`src/rtl/vigenere_pkg.sv`:
```
// Shared constants and state encoding for the Vigenere cipher datapath.
package vigenere_pkg;

  localparam logic [7:0] ASCII_A = 8'h41;
  localparam logic [7:0] ASCII_Z = 8'h5A;
  localparam int         ALPHA_N = 26;

  localparam logic MODE_ENC = 1'b0;
  localparam logic MODE_DEC = 1'b1;

  typedef enum logic [1:0] {
    NOKEY = 2'd0,
    LOAD  = 2'd1,
    RUN   = 2'd2
  } state_t;

endpackage

```
`src/rtl/vigenere_alpha_shift.sv`:
```
// Combinational mod-26 letter shift; encrypt adds the key, decrypt subtracts it.
module vigenere_alpha_shift
  import vigenere_pkg::*;
(
  input  logic [4:0] p,
  input  logic [4:0] k,
  input  logic       mode,
  output logic [4:0] result
);

  logic [5:0] sum;

  // Operands are both < 26, so a single conditional subtract reduces to 0..25.
  always_comb begin
    sum = '0;
    if (mode == MODE_DEC)
      sum = {1'b0, p} + 6'(ALPHA_N) - {1'b0, k};
    else
      sum = {1'b0, p} + {1'b0, k};
    result = (sum >= 6'(ALPHA_N)) ? 5'(sum - 6'(ALPHA_N)) : sum[4:0];
  end

endmodule

```
`src/rtl/vigenere_stream_cipher.sv`:
```
// Streaming Vigenere cipher: serial key load FSM, key store, wrapping key pointer
// and a single registered output stage with valid/ready handshakes.
module vigenere_stream_cipher
  import vigenere_pkg::*;
#(
  parameter int MAX_KEY_LEN   = 10,
  parameter int PTR_W         = $clog2(MAX_KEY_LEN),
  parameter bit PASS_NONALPHA = 1'b1
) (
  input  logic       clock,
  input  logic       reset,
  input  logic       key_wr,
  input  logic [7:0] key_char,
  input  logic       key_last,
  input  logic       key_rewind,
  output logic       key_err,
  output logic       key_ready,
  input  logic       in_valid,
  output logic       in_ready,
  input  logic [7:0] in_char,
  input  logic       in_mode,
  output logic       out_valid,
  input  logic       out_ready,
  output logic [7:0] out_char,
  output logic       out_err
);

  localparam logic [PTR_W-1:0] LAST_SLOT = PTR_W'(MAX_KEY_LEN - 1);

  state_t           state;
  logic [PTR_W-1:0] last_idx;  // programmed key length minus one
  logic [PTR_W-1:0] ptr;
  logic [PTR_W-1:0] count;
  logic [4:0]       key_mem [MAX_KEY_LEN];

  logic [7:0]       key_off, in_off;
  logic             key_legal, in_letter, accept, overflow;
  logic [4:0]       key_shift, shift_res;
  logic [PTR_W-1:0] wr_idx;

  assign key_off   = key_char - ASCII_A;
  assign in_off    = in_char - ASCII_A;
  assign key_legal = (key_char >= ASCII_A) && (key_char <= ASCII_Z);
  assign in_letter = (in_char >= ASCII_A) && (in_char <= ASCII_Z);
  // Illegal key characters become shift 0 so the stream stays usable.
  assign key_shift = key_legal ? key_off[4:0] : 5'd0;
  assign wr_idx    = (state == LOAD) ? count : '0;
  assign overflow  = (state == LOAD) && !key_last && (count == LAST_SLOT);

  assign key_ready = (state == RUN);
  assign in_ready  = (state == RUN) && !key_wr && (!out_valid || out_ready);
  assign accept    = in_valid && in_ready;

  vigenere_alpha_shift u_shift (
    .p      (in_off[4:0]),
    .k      (key_mem[ptr]),
    .mode   (in_mode),
    .result (shift_res)
  );

  always_ff @(posedge clock) begin
    if (key_wr) key_mem[wr_idx] <= key_shift;
  end

  always_ff @(posedge clock) begin
    if (reset) begin
      state    <= NOKEY;
      last_idx <= '0;
      ptr      <= '0;
      count    <= '0;
      key_err  <= 1'b0;
    end else if (key_wr) begin
      ptr <= '0;
      if (state == LOAD) begin
        key_err <= key_err | !key_legal | overflow;
        if (key_last || overflow) begin
          state    <= RUN;
          last_idx <= count;
          count    <= '0;
        end else begin
          count <= count + 1'b1;
        end
      end else begin
        // A write outside LOAD always begins a fresh key.
        key_err <= !key_legal;
        if (key_last) begin
          state    <= RUN;
          last_idx <= '0;
          count    <= '0;
        end else begin
          state <= LOAD;
          count <= PTR_W'(1);
        end
      end
    end else if (state == RUN) begin
      if (key_rewind)
        ptr <= '0;
      else if (accept && in_letter)
        ptr <= (ptr == last_idx) ? '0 : ptr + 1'b1;
    end
  end

  always_ff @(posedge clock) begin
    if (reset) begin
      out_valid <= 1'b0;
      out_char  <= 8'h00;
      out_err   <= 1'b0;
    end else if (accept) begin
      out_valid <= 1'b1;
      out_char  <= in_letter ? ({3'b000, shift_res} + ASCII_A) : in_char;
      out_err   <= !in_letter && (PASS_NONALPHA == 1'b0);
    end else if (out_ready) begin
      out_valid <= 1'b0;
    end
  end

endmodule

```
`config.mk`:
```
export PLATFORM = sky130hd
export DESIGN_NAME = vigenere_stream_cipher
export DESIGN_NICKNAME = d
export VERILOG_FILES = /design/src/rtl/vigenere_pkg.sv /design/src/rtl/vigenere_alpha_shift.sv /design/src/rtl/vigenere_stream_cipher.sv
export SDC_FILE = /design/constraint.sdc
export NUM_CORES = 1
export LEC_CHECK = 0
export ABC_AREA = 1
export ABC_CLOCK_PERIOD_IN_PS = 8550
export BUFFER_PORTS_ARGS = -buffer_cell sky130_fd_sc_hd__buf_2
export CORE_ASPECT_RATIO = 0.75
export CORE_MARGIN = 2
export CORE_UTILIZATION = 55
export CTS_CLUSTER_DIAMETER = 60
export CTS_CLUSTER_SIZE = 25
export DETAILED_ROUTE_END_ITERATION = 7
export PLACE_DENSITY = 0.81
export SLEW_MARGIN = 20
export SYNTH_ARGS = -nofsm -noshare
export SYNTH_HDL_FRONTEND = slang
export SYNTH_SLANG_ARGS = --single-unit
```
`constraint.sdc`:
```
create_clock -name clock -period 8.55 [get_ports clock]
set_input_delay 0 -clock clock [delete_from_list [all_inputs] [get_ports clock]]
set_output_delay 0 -clock clock [all_outputs]
set_load 0.05 [all_outputs]
```
==> results.md, run 1 <==
- The most used standard cell by instance count after synthesis is inv_1.
- During I/O placement, the number of pins put on the boundary was 37.
- The final RePlAce weighted congestion is 1.01.
- In this run the deepest clock path goes through 2 buffers.
- In this run the remaining antenna-violating nets after routing total 0.
- The HPWL reported at the end of detailed placement is 6860 microns.
- The final cycle utilization of the critical path is 48.6%.
- The netlist uses 45 different library cells.
- From left edge to right edge, the die measures 106 microns.
- Counting instances in the post-synthesis netlist gives the leading cell types as inv_1 (67), nand2_1 (60), edfxtp_1 (50).
- The cell area reported after detailed placement is 4530 sq um.
- The area of the core is 7430 sq um.
- The final sum of negative setup slack is 0 ps.
- The overall overflow remaining after global route is 0.
- After detailed routing, the average wire length per cell comes to 15.1 microns.
- The number of buffers and inverters on the critical path is 6.
- The family with the most delay on the worst path is adder cells.
- For this design, the sink count on the clock tree is 78.
- In this run, synthesis inferred 50 flip-flops with an integrated enable.
- Setup violations remaining at the end of the flow were counted as 0.
- The worst path meets setup with 4390 ps of slack.
- The worst-case clock skew is 17.2 ps.
- The basic-gate share of the synthesized area counting and, or, nand and nor cells is 17.7%.
- Counting stages on the worst path, the most repeated cell is nand2_1.
- The category of the critical setup timing path is reg -> reg.
- The slowest stage of the critical path belongs to the cell buf_4.
- Including well taps, the total number of placed cells is 585.
- The clock transition at the registers of the reported paths is 90 ps.
- The minimum setup slack after placement is 4470 ps.
- The number of post-CTS setup repair buffers is 0.
- The tree is rooted in a clkbuf_8.
- For this block, the via count after detailed routing is 3239.
- In this run, CTS created clock tree buffers numbering 9.
- Entering global routing, the biggest net connects 37 pins.
- The share of the Yosys chip area taken by registers is 48.3%.
- TritonCTS built the clock tree.
- At the later pin of the worst-skew pair, clock insertion delay measures 360 ps.
- The dominant combinational cell family by area after synthesis is simple AND/OR/NAND/NOR gates.
- The number of rows created at floorplan is 27.
- Summing every instance area after synthesis gives 4270 sq um.
- In this run the worst path has a maximum fanout of 36.
- The power density over cell area is 177 nW/um^2.
- The post-route cell area is 4760 sq um.
- The share of synthesized registers carrying an async set or reset is 0%.
- The initial utilization of the core area, before any placement, comes to 57.4%.
- The total of cells resized after clock tree synthesis is 0.
- The headroom to the max-slew limit is 37.3%.
- The synthesized area divided by synthesized cell count is 9.30 sq um.
- The synthesized netlist devotes 11.4% of its cell area to compound gates.
- By area the synthesized netlist is led by edfxtp_1 (35%), dfxtp_1 (13%), ha_1 (7.3%).
- In this run, synthesis produced a sequential element count of 78.
- The multiplexer share of the synthesized area is 3.28%.
- The dominant synthesized flop cell is edfxtp_1.
- The number of port buffers is 35.
- Derived from the worst setup path, the maximum achievable clock frequency is 0.241 GHz.
- The number of pins exceeding their max-slew limit in the final report is 0.
- The antenna diode count is 0.
- The run finished with clean final reports.
- The detailed router finished its first iteration with 219 violations.
- The share of layout cells above drive strength 1 is 16.1%.
- The filler cells instantiated in the layout total 615.
- Synthesis produced 459 cells.
- The number of synthesis warnings is 0.
- The via count of the first global-routing pass is 3176.
- The floorplan step defined a die boundary enclosing 8490 sq um.
- The global-route wire length before repair is 15000 microns.
- The smallest clock period supported by the final layout is computed as 4160 ps.
- The worst setup path is captured at a flip-flop.
- The total count of hold-check failures in the final report was 0.
- Setup repair after global routing left no endpoint under its margin.
- The proportion of netlist area held by the largest area contributor is 35.2%.
- The slew at the pin with the worst max-slew slack is 932 ps.
- The first TritonRoute pass finished after 6 iterations.
- The path class of the lowest-slack min-delay path is in -> reg.
- The critical path data required time is 8780 ps.
- Summed over all instances, the cell type with the most area after synthesis is edfxtp_1.
- The non-filler instance count after layout is 605.
- The number of maximum-capacitance violations is 0.
- The aggregate routed wire length is 9130 microns.
- Data on the critical path arrives at its endpoint at 4390 ps.
- The number of nets in the synthesized netlist is 510.
- For this design the static power due to leakage is 1.95 nW.
- The net total in the final layout is 550.
- The xor/xnor share of the synthesized area is 3.05%.
- The worst supply voltage drop on vdd is 0.106 mV.
- The die is 80.3 microns tall.
- Compared with the post-synthesis result, the final layout area differs by 11.4%.
- For this run, design rule violations remaining after detail routing come to 0.
- The largest incremental delay on the critical path is 380 ps.
- The worst setup path is launched from a flip-flop.
- The initial antenna violation count is 0.
- After Yosys synthesis, full adders, half adders and majority gates account for 8.26% of the synthesized area.
- The H-tree depth is 3.
- The total routing usage reported by global routing is 22.9%.
- The number of vias per cell is 5.35.
-- through the flow --
| step | utilization (%) | hold WS (ps) | total power [mW] |
|---|---|---|---|
| 5_1_grt | 64.0 | 27.7 | 0.881 |
| 4_1_cts | 63.9 | 7.65 | 0.845 |
| 2_1_floorplan | - | 78.5 | 0.558 |
| 6_report | 64.0 | 23.6 | 0.842 |
| 3_5_place_dp | 60.9 | 274 | 0.594 |
| 3_3_place_gp | 60.9 | 260 | 0.587 |
-- worst min-delay path: stages --
cell and delay, ps:
buf_2 80, nor2_1 60, o21ai_0 160, inv_1 40
-- cells by family (layout without fill, tap and decap cells) --
kind of cell / Yosys count / in the layout
AND/OR/NAND/NOR: 156 / 156
buffers and inverters: 88 / 133
AO/OA/AOI/OAI: 81 / 81
flip-flops: 78 / 78
adder cells (fa/ha/maj): 27 / 27
XOR/XNOR: 14 / 14
multiplexers: 14 / 14
other: 1 / 1
-- cells in the final DEF (no fill, tap or decap), types with 2 or more instances in the layout --
master,n
a2111oi_0,3
a21oi_1,28
buf_2,35
clkbuf_8,10
clkinv_4,2
dfxtp_1,28
dlygate4sd3_1,4
edfxtp_1,50
fa_1,2
ha_1,25
inv_1,67
inv_2,9
mux2i_1,14
nand2_1,60
nand2_2,3
nand2_4,4
nand3_1,24
nand3b_1,2
nand4_1,3
nor2_1,39
nor2_2,2
nor3_1,6
nor3b_1,2
nor4_1,3
o211ai_1,15
o21ai_0,25
o21ai_1,3
o21ai_2,2
xnor2_1,6
xor2_1,7
-- report_power, final --
part / total, mW / internal, mW / switching, mW
registers: 0.405 / 0.402 / 0.00289
logic: 0.185 / 0.0648 / 0.120
clock network: 0.252 / 0.115 / 0.137
-- layer usage --
metal / global-route usage [%] / vias up / wire [microns]
met3: 6.09 / 8 / 500
met5: 0 / - / 0
met2: 36.8 / 94 / 4140
met4: 6.05 / 0 / 91
met1: 30.9 / 1515 / 4400
li1: - / 1622 / -
-- state kept, by name (all words and copies together), names as in the netlist, named ones only --
| signal | cells |
|---|---|
| count | 4 |
| out_valid | 1 |
| key_mem | 50 |
| ptr | 4 |
| state | 2 |
| out_char | 8 |
| last_idx | 4 |
| key_err | 1 |
-- final cells by class --
type	count	area [sq um]	area share (%)
Sequential cell	78	2060	43.3
Tap cell	101	126	2.66
Inverter	77	289	6.08
Multi-Input combinational cell	293	1870	39.4
Clock buffer	10	138	2.89
Clock inverter	6	45.0	0.947
Timing Repair Buffer	40	223	4.68
-- final timing paths --
check / end / from / cells after the start / slack [ps]
hold / removal: out_valid / out_ready / 4 / 20
setup / recovery: out_char[2] / flip-flop / 25 / 4390
setup reg to reg: out_char[2] / flip-flop / 25 / 4390
hold reg to reg: out_char[7] / out_char[7] / 2 / 480
-- timing repair --
item | 4_1_cts | 5_1_grt
hold endpoints to repair | 4 | 0
hold buffers | 4 | 0
setup endpoints to repair | 0 | 0
No activity file was read; power rests on OpenSTA's default activity.
==> run 2: changes to the inputs <==
ABC_AREA = 0   (was 1)
ABC_CLOCK_PERIOD_IN_PS = 4200   (was 8550)
clock period = 4.2 ns   (was 8.55 ns; I/O delays follow)
==> results.md, run 2 <==
- Status: complete, no violations (unchanged).
- The largest net degree at the start of global routing is 22 (was 37).
- The global-route wire length before repair was 15000 microns (about the same).
- Cell types with the largest area share after synthesis: edfxtp_1 (35%), dfxtp_1 (13%), ha_1 (7.2%) (was edfxtp_1 (35%), dfxtp_1 (13%), ha_1 (7.3%)).
- Most used standard cells in the synthesized netlist: edfxtp_1 (50), nor2_1 (46), dfxtp_1 (28) (was inv_1 (67), nand2_1 (60), edfxtp_1 (50)).
- The number of vias per cell is 5.81 (was 5.35).
- The synthesized area divided by synthesized cell count was 11.1 sq um (was 9.30 sq um).
- The H-tree depth is 3 (unchanged).
- The flip-flop count of the largest register, all copies and words added is 50 (unchanged).
- The share of synthesized registers carrying an async set or reset is 0% (unchanged).
- The signed area change from the synthesized netlist to the final layout is 19.0% (was 11.4%).
- The clock latency of the later-clocked register in the worst-skew pair is 350 ps (was 360 ps).
- The cell at the slowest stage of the critical path is fa_2 (was buf_4).
- The combined buffer and inverter count along the critical path is 4 (was 6).
- The iteration count of the initial detailed-routing pass is 5 (was 6).
- The total DRC errors in the routed layout is 0 (unchanged).
- The dominant combinational cell family by area after synthesis was simple AND/OR/NAND/NOR gates (unchanged).
- The commonest non-fill, non-tap cell in the layout is edfxtp_1 (was inv_1).
- The sequential cell area fraction in the yosys report is 47.5% (was 48.3%).
- The total routing usage reported by global routing is 22.7% (was 22.9%).
- The worst supply voltage drop on vdd is 0.262 mV (was 0.106 mV).
- The worst-case clock skew is 9.41 ps (was 17.2 ps).
- The post-placement cell count is 536 (was 585).
- The area of the core is 7780 sq um (was 7430 sq um).
- The count of flip-flops with a built-in enable after synthesis is 50 (unchanged).
- The non-filler instance count after layout is 563 (was 605).
- The timing-limited maximum frequency is 0.241 GHz (about the same).
- The kind of start point of the critical path is a flip-flop (unchanged).
- The initial antenna violation count is 0 (unchanged).
- The netlist area before placement is 4340 sq um (was 4270 sq um).
- The die outline area is 8630 sq um (was 8490 sq um).
- The area occupied by multi-input gates is 2260 sq um (was 1870 sq um).
- The net total in the final layout is 504 (was 550).
- The power density over cell area is 359 nW/um^2 (was 177 nW/um^2).
- The library cell used as clock root buffer is clkbuf_8 (unchanged).
- The path class of the lowest-slack min-delay path is in -> reg (unchanged).
- The share of layout cells above drive strength 1 is 26.2% (was 16.1%).
- Traced cell by cell, the critical path runs through buf_8, buf_4, mux4_2, a211oi_1, a21oi_1, ha_2, inv_2, ha_4, inv_2, fa_2, nor2b_2, nor3_2, a32oi_2, and2_4, xnor2_2, ha_4, nor2b_1, o21ai_1, o2111ai_1, o221ai_2.
- The post-synthesis sequential element count is 78 (unchanged).
- The post-synthesis share of cell area spent on full adders, half adders and majority gates is 8.12% (was 8.26%).
- The largest incremental delay on the critical path was 530 ps (was 380 ps).
- The via count of the first global-routing pass is 3084 (was 3176).
- The post-synthesis net count is 444 (was 510).
- The antenna diode count is 0 (unchanged).
- The overall overflow remaining after global route is 0 (unchanged).
- The headroom to the max-slew limit is 36.1% (was 37.3%).
- The nature of the critical path endpoint is a flip-flop (unchanged).
- The maximum number of buffers from clock root to sink came to 2 (unchanged).
- The storage element area is 2070 sq um (was 2060 sq um).
- The CTS tree is yes (unchanged).
- The data arrival time of the critical path is 4380 ps (was 4390 ps).
- The number of DRC markers in iteration 0 is 337 (was 219).
- The critical path data required time is 4430 ps (was 8780 ps).
- The category of the critical setup timing path is reg -> reg (unchanged).
- The post-detailed-route count of antenna-violating nets came to 0 (unchanged).
- The total count of hold-check failures in the final report came to 0 (unchanged).
- The per-cell routed wire length came to 16.9 microns (was 15.1 microns).
- The number of synthesis warnings came to 0 (unchanged).
- The maximum net fanout on the critical path was 6 (was 36).
- The multiplexer share of the synthesized area is 7.81% (was 3.28%).
- The share of the core filled with cells is 66.5% (was 64.0%).
- The register containing the most flip-flops in the final layout is key_mem (unchanged).
- The number of standard cells after synthesis was 393 (was 459).
- The most used standard cell by instance count after synthesis is edfxtp_1 (was inv_1).
- The aggregate routed wire length is 9520 microns (was 9130 microns).
- The share of the synthesized area in compound gates (AO/OA/AOI/OAI) was 13.2% (was 11.4%).
- The number of buffers added by the clock tree synthesis step is 9 (unchanged).
- The I/O pin count is 37 (unchanged).
- Highest-count cells in the layout ignoring fill and taps: edfxtp_1 (50), nor2_1 (46), buf_2 (35) (was inv_1 (67), nand2_1 (60), edfxtp_1 (50)).
- The setup slack after layout is 51.6 ps (was 4390 ps).
- The final RePlAce weighted congestion was 0.841 (was 1.01).
- The proportion of netlist area held by the largest area contributor is 34.6% (was 35.2%).
- The basic-gate share of the synthesized area counting and, or, nand and nor cells was 15.6% (was 17.7%).
- The xor/xnor share of the synthesized area is 4.00% (was 3.05%).
- The leakage power of the design is 1.94 nW (was 1.95 nW).
- The minimum clock period was 4150 ps (was 4160 ps).
- The effective utilization at floorplan is 55.9% (was 57.4%).
- The number of maximum-capacitance violations came to 0 (unchanged).
- The dominant synthesized flop cell is edfxtp_1 (unchanged).
- The HPWL reported at the end of detailed placement is 6860 microns (about the same).
- The final cycle utilization of the critical path came to 98.8% (was 48.6%).
- The leading area contributor after synthesis is edfxtp_1 (unchanged).
- The clock transition at the registers of the reported paths is 80 ps (was 90 ps).
- The number of port buffers came to 35 (unchanged).
- The total setup violations reported at the end of the flow is 0 (unchanged).
- The family with the most delay on the worst path is adder cells (unchanged).
- The die height is 81.0 microns (was 80.3 microns).
- The via total after detailed routing was 3272 (was 3239).
- The minimum setup slack after placement is -162 ps (was 4470 ps).
- RSZ-0062 raised after global routing: true (was false).
- The total design power is 1.86 mW (was 842 uW).
- The number of unique standard cell types used by synthesis is 71 (was 45).
- The number of rows created at floorplan is 28 (was 27).
- The slew at the pin with the worst max-slew slack is 944 ps (was 932 ps).
- The number of pins exceeding their max-slew limit in the final report is 0 (unchanged).
- Largest regs: key_mem (50), out_char (8) (unchanged).
- The width of the chip is 107 microns (was 106 microns).
- The count of fill cells added during filler insertion is 556 (was 615).
- The number of clock sinks is 78 (unchanged).
==> run 2: changes by cell type in the layout (fill, tap and decap cells not counted), sizes merged, moves of 6 or more <==
cell	previous run	this run
inv	78	23
nand2	67	23
buf	36	59
o21ai	30	7
nand3	26	7
o211ai	15	2
a21oi	29	17
nor2b	0	12
mux4	0	10
nand2b	0	8
mux2i	14	8
xnor2	6	12
==> run 2: cells by family (layout without fill, tap and decap cells) <==
family          after synthesis  after routing
mux                          21             21
compound gates               73             73
simple gates                135            135
flops                        78             78
buf+inv                      39            104
xor+xnor                     19             19
other cells                   1              1
fa+ha+maj                    27             27
==> run 2: metrics by stage <==
stage | TNS (ps) | hold WS (ps) | area, sq um
CTS | 0 | 33.1 | 5060
floorplan | -232 | 136 | 4400
finish | 0 | 55.2 | 5170
detailed placement | -314 | 267 | 4750
global route | -354 | 71.6 | 5170
global placement | 0 | 259 | 4750
==> run 2: area by class of cell <==
type	instances	area share (%)
sequential	78	39.9
timing repair buffer	65	8.32
multi-input combinational	276	43.7
clock inverter	2	0.242
tap	105	2.54
inverter	23	1.67
clock buffer	14	3.58
==> run 2: repair_timing <==
item                                    CTS  global route
resized for setup                        14            17
endpoints found under the setup margin    3             4
hold buffers                              6             0
buffers inserted                          2             3
pin swaps                                10            15
endpoints found under the hold margin     6             0
==> run 2: power breakdown <==
group	internal (mW)	total, mW	leakage, nW	switching, mW
registers	0.819	0.825	0.709	0.00659
clock network	0.287	0.550	0.0970	0.263
logic	0.222	0.483	1.13	0.261
total	1.33	1.86	1.94	0.531
==> run 2: path summary, 6_finish.rpt <==
kind	depth (start not counted)	to	start	slack [ps]
worst max register to register	20	out_char[4]	flip-flop	50
worst min register to register	2	out_char[7]	out_char[7]	460
worst min-delay path	2	last_idx[0]	reset	60
worst max-delay path	20	out_char[4]	flip-flop	50
==> run 2: routing by layer <==
| layer | vias to the layer above | routed length (microns) | global-route usage, % |
|---|---|---|---|
| met5 | - | 0 | 0 |
| li1 | 1555 | - | - |
| met1 | 1571 | 4110 | 30.6 |
| met4 | 0 | 151 | 8.44 |
| met2 | 131 | 4740 | 37.6 |
| met3 | 15 | 516 | 3.69 |
==> run 3: changes to the inputs <==
CORE_MARGIN = 4   (was 2)
==> results.md, run 3 (synthesized netlist as in run 2, its figures left out) <==
- Status: complete, no violations (unchanged).
- The I/O pin count is 37 (unchanged).
- The storage element area is 2070 sq um (unchanged).
- The data arrival time of the critical path is 4410 ps (was 4380 ps).
- The number of rows created at floorplan is 27 (was 28).
- The global-route wire length before repair was 15100 microns (was 15000 microns).
- The die height was 85.0 microns (was 81.0 microns).
- The area of the core is 7500 sq um (was 7780 sq um).
- The post-detailed-route count of antenna-violating nets was 0 (unchanged).
- The category of the critical setup timing path is reg -> reg (unchanged).
- The worst-case clock skew is 11.2 ps (was 9.41 ps).
- The width of the chip is 111 microns (was 107 microns).
- The antenna diode count is 0 (unchanged).
- The number of buffers added by the clock tree synthesis step is 9 (unchanged).
- The commonest non-fill, non-tap cell in the layout is edfxtp_1 (unchanged).
- The worst supply voltage drop on vdd came to 0.225 mV (was 0.262 mV).
- The switching power as a share of total power is 29.5% (was 28.6%).
- The power density over cell area is 359 nW/um^2 (about the same).
- The via count of the first global-routing pass is 3145 (was 3084).
- The met3 track demand over resource is 4.56% (was 3.69%).
- The number of port buffers came to 35 (unchanged).
- The global routing usage on met2 came to 33.0% (was 37.6%).
- The number of pins exceeding their max-slew limit in the final report is 0 (unchanged).
- The number of DRC markers in iteration 0 came to 198 (was 337).
- The critical path data required time was 4480 ps (was 4430 ps).
- The met1 routing resource usage after global routing was 26.2% (was 30.6%).
- RSZ-0062 raised after global routing: true (unchanged).
- The die outline area came to 9400 sq um (was 8630 sq um).
- The flip-flop count of the largest register, all copies and words added is 50 (unchanged).
- The power share of the sequential group is 44.7% (was 44.4%).
- The net total in the final layout is 500 (was 504).
- The total DRC errors in the routed layout came to 0 (unchanged).
- The path class of the lowest-slack min-delay path is in -> reg (unchanged).
- The CTS tree is yes (unchanged).
- The share of layout cells above drive strength 1 is 27.1% (was 26.2%).
- The minimum clock period is 4130 ps (was 4150 ps).
- The via total after detailed routing is 3217 (was 3272).
- The slew at the pin with the worst max-slew slack is 1070 ps (was 944 ps).
- The most heavily used metal layer in global routing was met2 (unchanged).
- The iteration count of the initial detailed-routing pass came to 5 (unchanged).
- The effective utilization at floorplan is 57.9% (was 55.9%).
- The maximum number of buffers from clock root to sink is 2 (unchanged).
- The overall overflow remaining after global route came to 0 (unchanged).
- The number of clock sinks was 78 (unchanged).
- Largest regs: key_mem (50), out_char (8) (unchanged).
- The count of fill cells added during filler insertion is 550 (was 556).
- The total setup violations reported at the end of the flow came to 0 (unchanged).
- The number of vias per cell is 5.80 (was 5.81).
- The area occupied by multi-input gates was 2270 sq um (was 2260 sq um).
- The total count of hold-check failures in the final report is 0 (unchanged).
- The proportion of power drawn by the clock network is 29.6% (about the same).
- The number of maximum-capacitance violations is 0 (unchanged).
- The total routing usage reported by global routing is 20.0% (was 22.7%).
- The timing-limited maximum frequency was 0.242 GHz (was 0.241 GHz).
- The combinational cell fraction of total power is 25.7% (was 26.0%).
- The flop-to-flop setup slack came to 70 ps (was 50 ps).
- The HPWL reported at the end of detailed placement is 6940 microns (was 6860 microns).
- The headroom to the max-slew limit is 27.7% (was 36.1%).
- The largest net degree at the start of global routing is 22 (unchanged).
- The signed area change from the synthesized netlist to the final layout is 18.3% (was 19.0%).
- The nature of the critical path endpoint is a flip-flop (unchanged).
- The per-cell routed wire length is 16.8 microns (was 16.9 microns).
- The library cell used as clock root buffer is clkbuf_8 (unchanged).
- The leakage power of the design is 1.92 nW (was 1.94 nW).
- The net switching power is 545 uW (was 531 uW).
- The maximum net fanout on the critical path was 6 (unchanged).
- The H-tree depth came to 3 (unchanged).
- The kind of start point of the critical path was a flip-flop (unchanged).
- Highest-count cells in the layout ignoring fill and taps: edfxtp_1 (50), nor2_1 (46), buf_2 (35) (unchanged).
- The cell area reported after detailed placement is 4740 sq um (was 4750 sq um).
- The clock transition at the registers of the reported paths is 90 ps (was 80 ps).
- The aggregate routed wire length is 9350 microns (was 9520 microns).
- The register containing the most flip-flops in the final layout is key_mem (unchanged).
- The post-route cell area is 5140 sq um (was 5170 sq um).
- The initial antenna violation count is 0 (unchanged).
- The clock latency of the later-clocked register in the worst-skew pair is 350 ps (about the same).
- The final cycle utilization of the critical path came to 98.3% (was 98.8%).
- The final sum of negative setup slack came to 0 ps (unchanged).
- The final RePlAce weighted congestion is 0.887 (was 0.841).
- The internal power contribution is 1.30 mW (was 1.33 mW).
run 3: power by group through the flow:
| stage | Sequential, mW | Combinational, mW | Clock, mW |
|---|---|---|---|
| after floorplan | 0.853 | 0.288 | 0 |
| after global placement | 0.842 | 0.395 | 0 |
| after detailed placement | 0.843 | 0.405 | 0 |
| after CTS | 0.825 | 0.413 | 0.559 |
| after global routing | 0.826 | 0.516 | 0.595 |
| final | 0.825 | 0.475 | 0.546 |
run 3: worst paths after layout:
check	start	end	cells after the start
min reg2reg	out_char[7]	out_char[7]	2
max reg2reg	flip-flop	out_char[2]	21
max	flip-flop	out_char[2]	21
min	key_wr	count[0]	3
run 3: per-layer routing:
layer | wire length [microns] | part of all wire [%] | vias up
li1 | - | - | 1553
met2 | 4460 | 48 | 94
met4 | 119 | 1.3 | 0
met1 | 4250 | 45 | 1557
met5 | 0 | 0 | -
met3 | 519 | 5.6 | 13
run 3: timing repair:
action | CTS | global route
pin swaps | 4 | 13
resized for setup | 5 | 27
setup buffers | 0 | 2
hold buffers | 6 | 0
hold endpoints to repair | 8 | 0
setup endpoints to repair | 3 | 5
run 3: critical path, stage by stage, from the launching register on:
cell and delay [ps]:
dfxtp_4 400, buf_6 110, mux4_2 500, nor2b_4 140, a211oi_2 240, a21oi_2 70
ha_2 210, inv_2 70, ha_4 130, inv_2 40, fa_2 360, nand2b_4 150
a21oi_2 140, mux2i_2 230, or2_1 150, and2_4 170, xnor2_2 80, ha_2 220
or2_4 240, a221oi_2 230, nor2_1 80, a21oi_1 120
run 3: cell type report:
cell class	count	share of cell area (%)
Multi-Input combinational cell	276	44.1
Sequential cell	78	40.2
Timing Repair Buffer	61	7.64
Clock buffer	11	3.16
Tap cell	101	2.46
Inverter	23	1.68
Clock inverter	5	0.730
run 3: through the flow:
| step | setup slack (ps) | hold WS, ps | cells | power, mW | utilization, % |
|---|---|---|---|---|---|
| 2_1_floorplan | -129 | 136 | 393 | 1.14 | - |
| 3_3_place_gp | 8.27 | 262 | 531 | 1.24 | 63.2 |
| 3_5_place_dp | -184 | 266 | 531 | 1.25 | 63.2 |
| 4_1_cts | 11.0 | 23.3 | 553 | 1.80 | 66.8 |
| 5_1_grt | -149 | 65.4 | 555 | 1.94 | 68.6 |
| 6_report | 70.0 | 47.7 | 555 | 1.85 | 68.6 |
